File: config.mk
export PLATFORM = sky130hd
export DESIGN_NAME = alu_core_flat
export DESIGN_NICKNAME = d
export VERILOG_FILES = /design/src/rtl/cpu_isa_pkg.sv /design/src/rtl/alu_core_if.sv /design/src/rtl/alu_muldiv_iter.sv /design/src/rtl/alu_core.sv /design/src/flat_wrapper.sv
export SDC_FILE = /design/constraint.sdc
export NUM_CORES = 1
export LEC_CHECK = 0
export BUFFER_PORTS_ARGS = -buffer_cell sky130_fd_sc_hd__buf_2
export CORE_MARGIN = 1
export CORE_UTILIZATION = 33
export DETAILED_ROUTE_END_ITERATION = 7
export GPL_TIMING_DRIVEN = 0
export PLACE_DENSITY = 0.48
export SKIP_CTS_REPAIR_TIMING = 1
export SLEW_MARGIN = 20
export SYNTH_ARGS = -nofsm -noshare
export SYNTH_HDL_FRONTEND = slang
export SYNTH_SLANG_ARGS = --single-unit
File: constraint.sdc
create_clock -name clk -period 15.85 [get_ports clk]
set_clock_uncertainty 0.15 [all_clocks]
set_input_delay 3.9625 -clock clk [delete_from_list [all_inputs] [get_ports clk]]
set_output_delay 3.9625 -clock clk [all_outputs]
set_load 0.005 [all_outputs]
File: src/rtl/cpu_isa_pkg.sv
// cpu_isa_pkg: ISA op codes shared with the control unit, ALU FSM state encoding,
// flag bundle and default datapath sizes.
package cpu_isa_pkg;

   localparam int ALU_WIDTH    = 16;
   localparam int ALU_ITER_CNT = ALU_WIDTH;

   typedef enum logic [4:0] {
      OP_NOP = 5'd0,
      OP_HLT = 5'd1,
      OP_MOV = 5'd2,
      OP_STR = 5'd3,
      OP_LDR = 5'd4,
      OP_ADD = 5'd5,
      OP_SUB = 5'd6,
      OP_INC = 5'd7,
      OP_DEC = 5'd8,
      OP_CMP = 5'd9,
      OP_TST = 5'd10,
      OP_AND = 5'd11,
      OP_OR  = 5'd12,
      OP_XOR = 5'd13,
      OP_NOT = 5'd14,
      OP_LSL = 5'd15,
      OP_LSR = 5'd16,
      OP_RSL = 5'd17,
      OP_RSR = 5'd18,
      OP_MUL = 5'd19,
      OP_DIV = 5'd20,
      OP_MOD = 5'd21,
      OP_JMP = 5'd22,
      OP_BEQ = 5'd23,
      OP_BNE = 5'd24,
      OP_PSH = 5'd25,
      OP_POP = 5'd26,
      OP_SER = 5'd27
   } op_e;

   typedef enum logic [1:0] {
      ST_IDLE = 2'd0,
      ST_EXEC = 2'd1,
      ST_DONE = 2'd2
   } alu_state_e;

   typedef struct packed {
      logic z;
      logic n;
      logic c;
      logic v;
   } alu_flags_t;

   function automatic logic is_divide(input op_e op);
      return (op == OP_DIV) || (op == OP_MOD);
   endfunction

endpackage

File: src/rtl/alu_core_if.sv
// alu_core_if: bgn/rdy execute handshake between the control unit (master)
// and the ALU (slave), carrying operands, results and flags.
interface alu_core_if
   import cpu_isa_pkg::*;
#(
   parameter int WIDTH = ALU_WIDTH
);
   logic             bgn;
   logic [5:0]       opcode;
   logic [WIDTH-1:0] a;
   logic [WIDTH-1:0] b;
   logic [WIDTH-1:0] acc1;
   logic [WIDTH-1:0] acc2;
   logic             zero;
   logic             negative;
   logic             carry;
   logic             overflow;
   logic             rdy;

   modport master (
      output bgn, opcode, a, b,
      input  acc1, acc2, zero, negative, carry, overflow, rdy
   );

   modport slave (
      input  bgn, opcode, a, b,
      output acc1, acc2, zero, negative, carry, overflow, rdy
   );
endinterface

File: src/rtl/alu_muldiv_iter.sv
// alu_muldiv_iter: one-bit-per-cycle shift-add multiplier and restoring divider.
// The first iteration happens on the start edge, so o_done is high one cycle after ITER_CNT-1 further edges.
module alu_muldiv_iter
   import cpu_isa_pkg::*;
#(
   parameter int WIDTH    = ALU_WIDTH,
   parameter int ITER_CNT = ALU_ITER_CNT
) (
   input  logic             clk,
   input  logic             rst,
   input  logic             i_start,
   input  logic             i_div,
   input  logic [WIDTH-1:0] i_a,
   input  logic [WIDTH-1:0] i_b,
   output logic             o_busy,
   output logic             o_done,
   output logic [WIDTH-1:0] o_hi,
   output logic [WIDTH-1:0] o_lo
);

   localparam int               CNT_W    = $clog2(ITER_CNT) + 1;
   localparam logic [CNT_W-1:0] LAST_CNT = CNT_W'(ITER_CNT - 1);

   logic             r_busy;
   logic             r_done;
   logic             r_div;
   logic [CNT_W-1:0] r_cnt;
   logic [WIDTH-1:0] r_hi;
   logic [WIDTH-1:0] r_lo;
   logic [WIDTH-1:0] r_op;

   logic             w_div;
   logic [WIDTH-1:0] w_op;
   logic [WIDTH-1:0] w_hi;
   logic [WIDTH-1:0] w_lo;
   logic [WIDTH:0]   w_mul_sum;
   logic [WIDTH:0]   w_shift;
   logic             w_fits;
   logic [WIDTH-1:0] w_next_hi;
   logic [WIDTH-1:0] w_next_lo;

   // MUL: hi = partial product, lo = multiplier. DIV: hi = remainder, lo = dividend/quotient.
   always_comb begin
      w_div = r_div;
      w_op  = r_op;
      w_hi  = r_hi;
      w_lo  = r_lo;
      if (i_start) begin
         w_div = i_div;
         w_op  = i_div ? i_b : i_a;
         w_hi  = '0;
         w_lo  = i_div ? i_a : i_b;
      end

      w_mul_sum = {1'b0, w_hi} + (w_lo[0] ? {1'b0, w_op} : '0);
      w_shift   = {w_hi, w_lo[WIDTH-1]};
      w_fits    = (w_shift >= {1'b0, w_op});

      if (w_div) begin
         w_next_hi = w_fits ? (w_shift[WIDTH-1:0] - w_op) : w_shift[WIDTH-1:0];
         w_next_lo = {w_lo[WIDTH-2:0], w_fits};
      end else begin
         w_next_hi = w_mul_sum[WIDTH:1];
         w_next_lo = {w_mul_sum[0], w_lo[WIDTH-1:1]};
      end
   end

   always_ff @(posedge clk) begin
      if (rst) begin
         r_busy <= 1'b0;
         r_done <= 1'b0;
         r_div  <= 1'b0;
         r_cnt  <= '0;
         r_hi   <= '0;
         r_lo   <= '0;
         r_op   <= '0;
      end else begin
         r_done <= 1'b0;
         if (i_start || r_busy) begin
            r_hi <= w_next_hi;
            r_lo <= w_next_lo;
         end
         if (i_start) begin
            r_div  <= i_div;
            r_op   <= w_op;
            r_cnt  <= CNT_W'(1);
            r_busy <= 1'b1;
         end else if (r_busy) begin
            r_cnt <= r_cnt + 1'b1;
            if (r_cnt == LAST_CNT) begin
               r_busy <= 1'b0;
               r_done <= 1'b1;
            end
         end
      end
   end

   assign o_busy = r_busy;
   assign o_done = r_done;
   assign o_hi   = r_hi;
   assign o_lo   = r_lo;

endmodule

File: src/rtl/alu_core.sv
// alu_core: multi-cycle ALU answering the control unit's bgn/rdy handshake.
// Define ALU_FAST_MUL_EN for a single-cycle combinational MUL; otherwise MUL shares the iterator with DIV/MOD.
module alu_core
   import cpu_isa_pkg::*;
#(
   parameter int WIDTH    = ALU_WIDTH,
   parameter int ITER_CNT = ALU_ITER_CNT
) (
   input  logic      clk,
   input  logic      rst,
   alu_core_if.slave bus
);

   localparam int SHW = $clog2(WIDTH);
   localparam int MSB = WIDTH - 1;

   alu_state_e       r_state;
   op_e              r_op;
   logic [WIDTH-1:0] r_a;
   logic [WIDTH-1:0] r_b;
   logic             r_iter;
   logic [WIDTH-1:0] r_acc1;
   logic [WIDTH-1:0] r_acc2;
   alu_flags_t       r_flags;
   logic             r_rdy;

   op_e                w_op_in;
   logic               w_iter_mul;
   logic               w_iter_div;
   logic               w_iter_start;
   logic               w_iter_done;
   logic               w_unused_busy;
   logic               w_unused_imm;
   logic [WIDTH-1:0]   w_iter_hi;
   logic [WIDTH-1:0]   w_iter_lo;
   logic [WIDTH-1:0]   w_mul_lo;
   logic [WIDTH-1:0]   w_mul_hi;
   logic [WIDTH-1:0]   w_addend;
   logic [WIDTH-1:0]   w_subtr;
   logic [WIDTH:0]     w_add;
   logic [WIDTH:0]     w_sub;
   logic [SHW-1:0]     w_shamt;
   logic [2*WIDTH-1:0] w_shl;
   logic [2*WIDTH-1:0] w_shr;
   logic [WIDTH-1:0]   w_res;
   logic [WIDTH-1:0]   w_res2;
   logic               w_c;
   logic               w_v;
   logic               w_wr_acc;
   logic               w_wr_flags;
   alu_flags_t         w_flags;

   assign w_op_in      = op_e'(bus.opcode[5:1]);
   assign w_unused_imm = bus.opcode[0];

`ifdef ALU_FAST_MUL_EN
   logic [2*WIDTH-1:0] w_prod;
   assign w_prod     = {{WIDTH{1'b0}}, r_a} * {{WIDTH{1'b0}}, r_b};
   assign w_mul_lo   = w_prod[WIDTH-1:0];
   assign w_mul_hi   = w_prod[2*WIDTH-1:WIDTH];
   assign w_iter_mul = 1'b0;
`else
   assign w_mul_lo   = w_iter_lo;
   assign w_mul_hi   = w_iter_hi;
   assign w_iter_mul = (w_op_in == OP_MUL);
`endif

   // Divide by zero never enters the iterator; it resolves in one cycle.
   assign w_iter_div   = is_divide(w_op_in) && (bus.b != '0);
   assign w_iter_start = (r_state == ST_IDLE) && bus.bgn && (w_iter_mul || w_iter_div);

   alu_muldiv_iter #(
      .WIDTH    (WIDTH),
      .ITER_CNT (ITER_CNT)
   ) u_iter (
      .clk     (clk),
      .rst     (rst),
      .i_start (w_iter_start),
      .i_div   (is_divide(w_op_in)),
      .i_a     (bus.a),
      .i_b     (bus.b),
      .o_busy  (w_unused_busy),
      .o_done  (w_iter_done),
      .o_hi    (w_iter_hi),
      .o_lo    (w_iter_lo)
   );

   assign w_addend = (r_op == OP_INC) ? {{(WIDTH-1){1'b0}}, 1'b1} : r_b;
   assign w_subtr  = (r_op == OP_DEC) ? {{(WIDTH-1){1'b0}}, 1'b1} : r_b;
   assign w_add    = {1'b0, r_a} + {1'b0, w_addend};
   assign w_sub    = {1'b0, r_a} - {1'b0, w_subtr};
   assign w_shamt  = r_b[SHW-1:0];
   // Double-width shifts: the half that falls off holds the bits shifted out, for C and for rotates.
   assign w_shl    = {{WIDTH{1'b0}}, r_a} << w_shamt;
   assign w_shr    = {r_a, {WIDTH{1'b0}}} >> w_shamt;

   always_comb begin
      w_res      = r_acc1;
      w_res2     = '0;
      w_c        = 1'b0;
      w_v        = 1'b0;
      w_wr_acc   = 1'b1;
      w_wr_flags = 1'b1;
      case (r_op)
         OP_ADD, OP_INC: begin
            w_res = w_add[WIDTH-1:0];
            w_c   = w_add[WIDTH];
            w_v   = (r_a[MSB] == w_addend[MSB]) && (w_add[MSB] != r_a[MSB]);
         end
         OP_SUB, OP_DEC, OP_CMP: begin
            w_res    = w_sub[WIDTH-1:0];
            w_c      = w_sub[WIDTH];
            w_v      = (r_a[MSB] != w_subtr[MSB]) && (w_sub[MSB] != r_a[MSB]);
            w_wr_acc = (r_op != OP_CMP);
         end
         OP_TST: begin
            w_res    = r_a & r_b;
            w_wr_acc = 1'b0;
         end
         OP_AND: w_res = r_a & r_b;
         OP_OR:  w_res = r_a | r_b;
         OP_XOR: w_res = r_a ^ r_b;
         OP_NOT: w_res = ~r_a;
         OP_LSL: begin
            w_res = w_shl[WIDTH-1:0];
            w_c   = w_shl[WIDTH];
         end
         OP_RSL: begin
            w_res = w_shl[WIDTH-1:0] | w_shl[2*WIDTH-1:WIDTH];
            w_c   = w_shl[WIDTH];
         end
         OP_LSR: begin
            w_res = w_shr[2*WIDTH-1:WIDTH];
            w_c   = w_shr[WIDTH-1];
         end
         OP_RSR: begin
            w_res = w_shr[2*WIDTH-1:WIDTH] | w_shr[WIDTH-1:0];
            w_c   = w_shr[WIDTH-1];
         end
         OP_MUL: begin
            w_res  = w_mul_lo;
            w_res2 = w_mul_hi;
            w_v    = |w_mul_hi;
         end
         OP_DIV, OP_MOD: begin
            if (r_b == '0) begin
               w_res  = '1;
               w_res2 = r_a;
               w_v    = 1'b1;
            end else if (r_op == OP_DIV) begin
               w_res  = w_iter_lo;
               w_res2 = w_iter_hi;
            end else begin
               w_res  = w_iter_hi;
               w_res2 = w_iter_lo;
            end
         end
         default: begin
            w_wr_acc   = 1'b0;
            w_wr_flags = 1'b0;
         end
      endcase
   end

   assign w_flags = '{z: (w_res == '0), n: w_res[MSB], c: w_c, v: w_v};

   always_ff @(posedge clk) begin
      if (rst) begin
         r_state <= ST_IDLE;
         r_op    <= OP_NOP;
         r_a     <= '0;
         r_b     <= '0;
         r_iter  <= 1'b0;
         r_acc1  <= '0;
         r_acc2  <= '0;
         r_flags <= '0;
         r_rdy   <= 1'b0;
      end else begin
         case (r_state)
            ST_IDLE: begin
               if (bus.bgn) begin
                  r_op    <= w_op_in;
                  r_a     <= bus.a;
                  r_b     <= bus.b;
                  r_iter  <= w_iter_mul || w_iter_div;
                  r_state <= ST_EXEC;
               end
            end
            ST_EXEC: begin
               if (!r_iter || w_iter_done) begin
                  if (w_wr_acc) begin
                     r_acc1 <= w_res;
                     r_acc2 <= w_res2;
                  end
                  if (w_wr_flags) begin
                     r_flags <= w_flags;
                  end
                  r_rdy   <= 1'b1;
                  r_state <= ST_DONE;
               end
            end
            ST_DONE: begin
               if (!bus.bgn) begin
                  r_rdy   <= 1'b0;
                  r_state <= ST_IDLE;
               end
            end
            default: begin
               r_rdy   <= 1'b0;
               r_state <= ST_IDLE;
            end
         endcase
      end
   end

   assign bus.acc1     = r_acc1;
   assign bus.acc2     = r_acc2;
   assign bus.zero     = r_flags.z;
   assign bus.negative = r_flags.n;
   assign bus.carry    = r_flags.c;
   assign bus.overflow = r_flags.v;
   assign bus.rdy      = r_rdy;

endmodule

File: src/flat_wrapper.sv
// flat-port wrapper written by rule: the top's interface ports become plain ports
module alu_core_flat import cpu_isa_pkg::*;
#(
   parameter int WIDTH    = ALU_WIDTH,
   parameter int ITER_CNT = ALU_ITER_CNT
)
  (clk, rst, bus_bgn, bus_opcode, bus_a, bus_b, bus_acc1, bus_acc2, bus_zero, bus_negative, bus_carry, bus_overflow, bus_rdy);
  alu_core_if #(.WIDTH(WIDTH)) bus_i ();
  input  logic clk;
  input  logic rst;
  input wire logic [$bits(bus_i.bgn)-1:0] bus_bgn;
  input wire logic [$bits(bus_i.opcode)-1:0] bus_opcode;
  input wire logic [$bits(bus_i.a)-1:0] bus_a;
  input wire logic [$bits(bus_i.b)-1:0] bus_b;
  output wire logic [$bits(bus_i.acc1)-1:0] bus_acc1;
  output wire logic [$bits(bus_i.acc2)-1:0] bus_acc2;
  output wire logic [$bits(bus_i.zero)-1:0] bus_zero;
  output wire logic [$bits(bus_i.negative)-1:0] bus_negative;
  output wire logic [$bits(bus_i.carry)-1:0] bus_carry;
  output wire logic [$bits(bus_i.overflow)-1:0] bus_overflow;
  output wire logic [$bits(bus_i.rdy)-1:0] bus_rdy;
  assign bus_i.bgn = bus_bgn;
  assign bus_i.opcode = bus_opcode;
  assign bus_i.a = bus_a;
  assign bus_i.b = bus_b;
  assign bus_acc1 = bus_i.acc1;
  assign bus_acc2 = bus_i.acc2;
  assign bus_zero = bus_i.zero;
  assign bus_negative = bus_i.negative;
  assign bus_carry = bus_i.carry;
  assign bus_overflow = bus_i.overflow;
  assign bus_rdy = bus_i.rdy;
  alu_core #(.WIDTH(WIDTH), .ITER_CNT(ITER_CNT)) u_core (.clk(clk), .rst(rst), .bus(bus_i));
endmodule
Word level (Yosys, flattened, before mapping)
Cells that the tools add are included.

storage, ports and cells
  word-level logic and storage cells = 134
  memories = 0
  register bits = 133
  bits in read-only memories = 0
  bits in writable memories = 0
  input port bits = 41
  latch bits = 0

cells by class
  equal/unequal tests = 31
  shift-type cells = 2
  bitwise operators = 8
  mux-type cells = 36
  magnitude comparators = 1
  reduce and logical (&&, ||, !) cells = 31
  $add $sub $neg = 5
  multiply operators = 0
  divide/modulo/power cells = 0

operator list
  cell                                                                   number
  16-bit two-way mux                                                     15
  16-bit one-hot mux with 12 select lines                                1
  16-bit OR                                                              3
  5-bit by 4-bit equality test with 1-bit output, second input constant  9
  5-bit equality test, second input constant                             9
  16-bit by 16-bit adder with 17-bit output                              2
  16-bit logical NOT                                                     2
  16-bit one-hot mux with 2 select lines                                 1
  16-bit by 4-bit left shift with 32-bit output                          1
  32-bit by 4-bit right shift with 32-bit output                         1
  17-bit by 16-bit greater-or-equal comparator with 1-bit output         1
  17-bit OR reduction                                                    1
  16-bit by 16-bit subtractor with 17-bit output                         1
  16-bit bitwise AND                                                     1
  16-bit NOT                                                             1
  16-bit nonzero test                                                    1
  16-bit OR reduction                                                    1
  16-bit subtractor                                                      1
  16-bit XOR                                                             1
  5-bit by 3-bit equality test with 1-bit output, second input constant  3
  13-bit OR reduction                                                    1
  3-bit AND reduction                                                    4
  2-bit OR reduction                                                     6
  1-bit two-way mux                                                      11
  21 further kinds                                                       36

Depth between registers and ports, before layout
  depth in word-level cells = 9
  gate-level depth with buffers = 22
  mapped depth without buffers = 19

Hierarchy
Synthesis repeated with hierarchy kept, for this count alone.

second synthesis, totals
  cells, all modules = 1,954
  area total of the unflattened synthesis = 14,032.2 µm²

by module, submodules not included
  module           cells an instance  instances  area an instance (µm²)
  alu_core         1,312              1          9,387.8
  alu_muldiv_iter  642                1          4,644.5

Worst setup path before layout
OpenSTA, ideal clock, no wires.

  path type = input to register
  from = input bus_b[3]
  to = register u_core.u_iter.r_hi[11], in the netlist u_core.u_iter.o_hi[11]
  setup slack = 7.360 ns
  arrival = 8.208 ns
  cell stages on the path = 17
  path buffers = 4
  path through = nor4_1 -> a41oi_1 -> o211ai_1 -> clkbuf_1 -> clkbuf_1 -> clkbuf_1 -> a21oi_1 -> ha_1 -> nand3_1 -> or2_2 -> a211oi_1 -> o221ai_1 -> a21oi_1 -> clkbuf_1 -> mux2_2 -> o211ai_1 -> a21oi_1

on the way
  longest elaborated chain between the ends = 8

ends and longest elaborated chain
  what                                                                                    line                                          RTL
  from (decl)                                                                             flat_wrapper.sv:14                            input wire logic [$bits(bus_i.b)-1:0] bus_b;
  16-bit nonzero test                                                                     alu_core.sv:69                                assign w_iter_div = is_divide(w_op_in) && (bus.b != '0);
  1-bit logical AND                                                                       alu_core.sv:69
  1-bit logical OR                                                                        alu_core.sv:70                                assign w_iter_start = (r_state == ST_IDLE) && bus.bgn && (w_iter_mul || w_iter_div);
  1-bit logical AND                                                                       alu_core.sv:70
  16-bit two-way mux                                                                      alu_muldiv_iter.sv:48                         if (i_start) begin
  16-bit two-way mux, or another cell as far along                                        alu_muldiv_iter.sv:55                         w_mul_sum = {1'b0, w_hi} + (w_lo[0] ? {1'b0, w_op} : '0);
  16-bit by 16-bit adder with 17-bit output / 16-bit two-way mux (equally long branches)  alu_muldiv_iter.sv:55, alu_muldiv_iter.sv:60
  16-bit two-way mux                                                                      alu_muldiv_iter.sv:59                         if (w_div) begin
  to (signal assigned)                                                                    alu_muldiv_iter.sv:80                         r_hi <= w_next_hi;
  to (decl)                                                                               alu_muldiv_iter.sv:28                         logic [WIDTH-1:0] r_hi;

Several ways; a longest one is shown, not always the timed one.
A chain may end at the register's enable or synchronous reset.

Worst setup path after layout
  from = input bus_b[8]
  to = register u_core.u_iter.r_hi[7], in the netlist u_core.u_iter.o_hi[7]

The elaborated chain is that of the path after synthesis.

==> impl_metrics.env <==
export IMPL_initial_drt_markers=1352
export IMPL_critical_path_class="in2reg"
export IMPL_first_pass_iters=5
export IMPL_route_vias_total=15100
export IMPL_worst_path_max_fanout=10
export IMPL_synth_compound_gate_area_share=0.247
export IMPL_critical_path_max_stage_delay_ns=0.89
export IMPL_syn_num_nets=2001
export IMPL_critical_path_top_delay_family="compound AO/OA/AOI/OAI gates"
export IMPL_synth_adder_area_share=0.100
export IMPL_num_antenna_cells=0
export IMPL_peakVddDrop_v=0.0000726
export IMPL_grt_first_pass_wirelength_um=99800
export IMPL_fmax_mhz=95.6
export IMPL_grt_start_max_net_pins=17
export IMPL_worst_setup_slack_before_clock_tree_synthesis_ns=4.89
export IMPL_numCtsBuffers=17
export IMPL_leading_cell_types_in_the_layout_fill_and_taps_excluded="nand2_1, nor2_1, a21oi_1, dfxtp_1, clkbuf_1"
export IMPL_initial_utilization=0.335
export IMPL_cp_depth=18
export IMPL_post_route_drc_count=0
export IMPL_synth_mux_area_fraction=0.135
export IMPL_pin_count=78
export IMPL_postRouteAntennaNets=0
export IMPL_ratio_of_cells_with_drive_above_1_in_the_final_layout=0.117
export IMPL_crit_arrival_ns=10.60
export IMPL_die_area_um2=42300
export IMPL_avgSynthCellArea_um2=7.38
export IMPL_worst_skew_pair_late_latency_ns=0.44
export IMPL_final_min_period_over_clock_period=0.660
export IMPL_seq_cells_post_synth=133
export IMPL_timing_slew_headroom=0.183
export IMPL_first_global_vias=14700
export IMPL_worst_path_max_delay_cell="o211ai_1"
export IMPL_path_common_cell="clkbuf_1"
export IMPL_multi_input_area_um2=10200
export IMPL_ys_warns=0
export IMPL_hold_ws_ns=0.324
export IMPL_finalMaxSlewViolations=0
export IMPL_max_cap_viol_count=0
export IMPL_setup_tns_ns=0
export IMPL_flow_area_growth_from_synthesis_pct=12.2
export IMPL_design_core_area_um2=40800
export IMPL_synth_enable_flop_cells=0
export IMPL_antenna_violations_before_repair=1
export IMPL_cp_num_buf_inv=5
export IMPL_groute_usage_overall=0.327
export IMPL_total_leakage_power_nw=5.92
export IMPL_area_share_of_the_leading_cell_type_in_the_synthesized_netlist=0.195
export IMPL_ff_to_ff_setup_slack_ns=8.96
export IMPL_yosysSeqAreaShare=0.195
export IMPL_cts_sink_count=133
export IMPL_finalHoldViolations=0
export IMPL_htreeDepth=4
export IMPL_tightest_slew_ns=1.22
export IMPL_synth_distinct_cells=83
export IMPL_sequential_standard_cell_area_um2=2660
export IMPL_critPathCaptureType="register"
export IMPL_numPortBuffers=76
export IMPL_synth_flop_cell="dfxtp_1"
export IMPL_synth_simple_gate_area_share=0.231
export IMPL_ctsLongestPathBuffers=2
export IMPL_critPathRequiredTime_ns=15.99
export IMPL_clk_pin_slew_worst_paths_ns=0.06
export IMPL_post_synth_instance_area_um2=13700
export IMPL_cts_tree="done"
export IMPL_synth_async_sr_flop_share=0
export IMPL_power_density_cell_area_nw_per_um2=79.8
export IMPL_drt_wirelength_per_cell_um=27.6
export IMPL_finish_net_count=2097
export IMPL_cp_cell_sequence="buf_2 -> nor4_1 -> a41oi_1 -> o211ai_1 -> clkbuf_1 -> clkbuf_1 -> clkbuf_1 -> a21oi_1 -> ha_1 -> nand3_1 -> or2_2 -> a211oi_1 -> o221ai_1 -> a21oi_1 -> clkbuf_1 -> a211oi_1 -> a211oi_1 -> nor3_1"
export IMPL_min_delay_path_depth=2
export IMPL_layout_setup_ws_ns=5.39
export IMPL_grt_setup_unrepaired="no"
export IMPL_yosys_area_share_xor_xnor=0.0326
export IMPL_num_fill_cells=4447
export IMPL_dieWidth_um=206
export IMPL_hold_path_class="reg2reg"
export IMPL_run_status="completed"
export IMPL_mostFrequentLayoutCell="nand2_1"
export IMPL_totalWireLength_um=68900
export IMPL_ys_top_cells_by_area="dfxtp_1, ha_1, a21oi_1"
export IMPL_reg2regPathDepth=17
export IMPL_startpoint_type="input pin"
export IMPL_clock_tree_root_cell="clkbuf_16"
export IMPL_die_height_um=206
export IMPL_setup_violations=0
export IMPL_synth_top_family_by_area="compound AO/OA/AOI/OAI gates"
export IMPL_rows=74
export IMPL_synth_top_cell_by_area="dfxtp_1"
export IMPL_gpl_final_weighted_congestion=1.05
export IMPL_grt_overflow=0
export IMPL_finalCriticalPeriod_ns=10.46
export IMPL_drt_vias_per_instance=6.06
export IMPL_netlist_instances=1853
export IMPL_dp_hpwl_um=54800
## power breakdown
group	leakage, nW	internal (mW)	switching (mW)
logic	4.55	0.153	0.283
registers	1.08	0.349	0.0263
clock network	0.288	0.249	0.164
total	5.92	0.751	0.473
## registers in the layout (all words and copies together), names as in the netlist, 2 cells and up
register / count
u_core.bus.acc1: 16
u_core.bus.acc2: 16
u_core.r_a: 16
u_core.r_b: 16
u_core.u_iter.o_hi: 16
u_core.u_iter.o_lo: 16
u_core.u_iter.r_op: 16
u_core.r_op: 5
u_core.u_iter.r_cnt: 5
u_core.r_state: 2
## worst min-delay path, cell delays in order (launching register included)
cell	delay (ns)
dfxtp_1	0.31
nand2_1	0.05
a21oi_1	0.06
## routing by layer
metal | GRT usage | vias up | wire length, um
met2 | 0.555 | 649 | 32500
li1 | - | 6928 | -
met1 | 0.372 | 7318 | 26600
met4 | 0.241 | 2 | 5670
met5 | 0 | - | 18
met3 | 0.0489 | 212 | 4090
## cell families after synthesis
family,count (synthesis)
adders and majority gates,107
buffers and inverters,201
and+or+nand+nor,687
xor gates and xnor gates,51
AOI/OAI and AO/OA,521
DFF,133
muxes,153
## synth_stat cells (10+ instances only)
| cell type | n |
|---|---|
| nand2_1 | 227 |
| nor2_1 | 221 |
| a21oi_1 | 185 |
| dfxtp_1 | 133 |
| clkbuf_1 | 108 |
| ha_1 | 103 |
| mux2i_1 | 90 |
| o21ai_0 | 87 |
| nor3_1 | 56 |
| inv_1 | 51 |
| a211oi_1 | 47 |
| mux2_2 | 43 |
| xnor2_1 | 31 |
| a221oi_1 | 25 |
| and2_1 | 25 |
| nand3_1 | 25 |
| buf_2 | 24 |
| nand2b_1 | 23 |
| nor2b_1 | 20 |
| xor2_1 | 20 |
| a21o_1 | 18 |
| mux4_2 | 18 |
| o211ai_1 | 17 |
| a31oi_1 | 15 |
| nand4_1 | 14 |
| nor4_1 | 13 |
| o22ai_1 | 11 |
| or3_1 | 11 |
| nand3b_1 | 10 |
| or2_2 | 10 |
## cell type report
| type | count | share of cell area |
|---|---|---|
| Multi-Input combinational cell | 1519 | 0.664 |
| Buffer | 148 | 0.0411 |
| Inverter | 53 | 0.0130 |
| Clock inverter | 14 | 0.0114 |
| Clock buffer | 18 | 0.0280 |
| Sequential cell | 133 | 0.173 |
| Timing Repair Buffer | 77 | 0.0253 |
| Tap cell | 532 | 0.0434 |
## path summary, 6_finish.rpt
path / end / from
worst max-delay path: u_core.u_iter.o_hi[7] / bus_b[8]
worst max register to register: u_core.bus.zero / u_core.r_b[3]
worst min register to register: u_core.r_iter / u_core.r_iter
worst min-delay path: u_core.r_iter / u_core.r_iter
## stage by stage
step | cell area (um^2) | utilization | total power, mW | cells
detailed placement | 14700 | 0.361 | 0.802 | 2461
global route | 15300 | 0.376 | 1.27 | 2494
global placement | 14700 | 0.361 | 0.803 | 2461
finish | 15300 | 0.376 | 1.22 | 2494
floorplan | 13700 | - | 0.648 | 1853
CTS | 15300 | 0.376 | 1.22 | 2493
No activity file was read; power rests on OpenSTA's default activity.
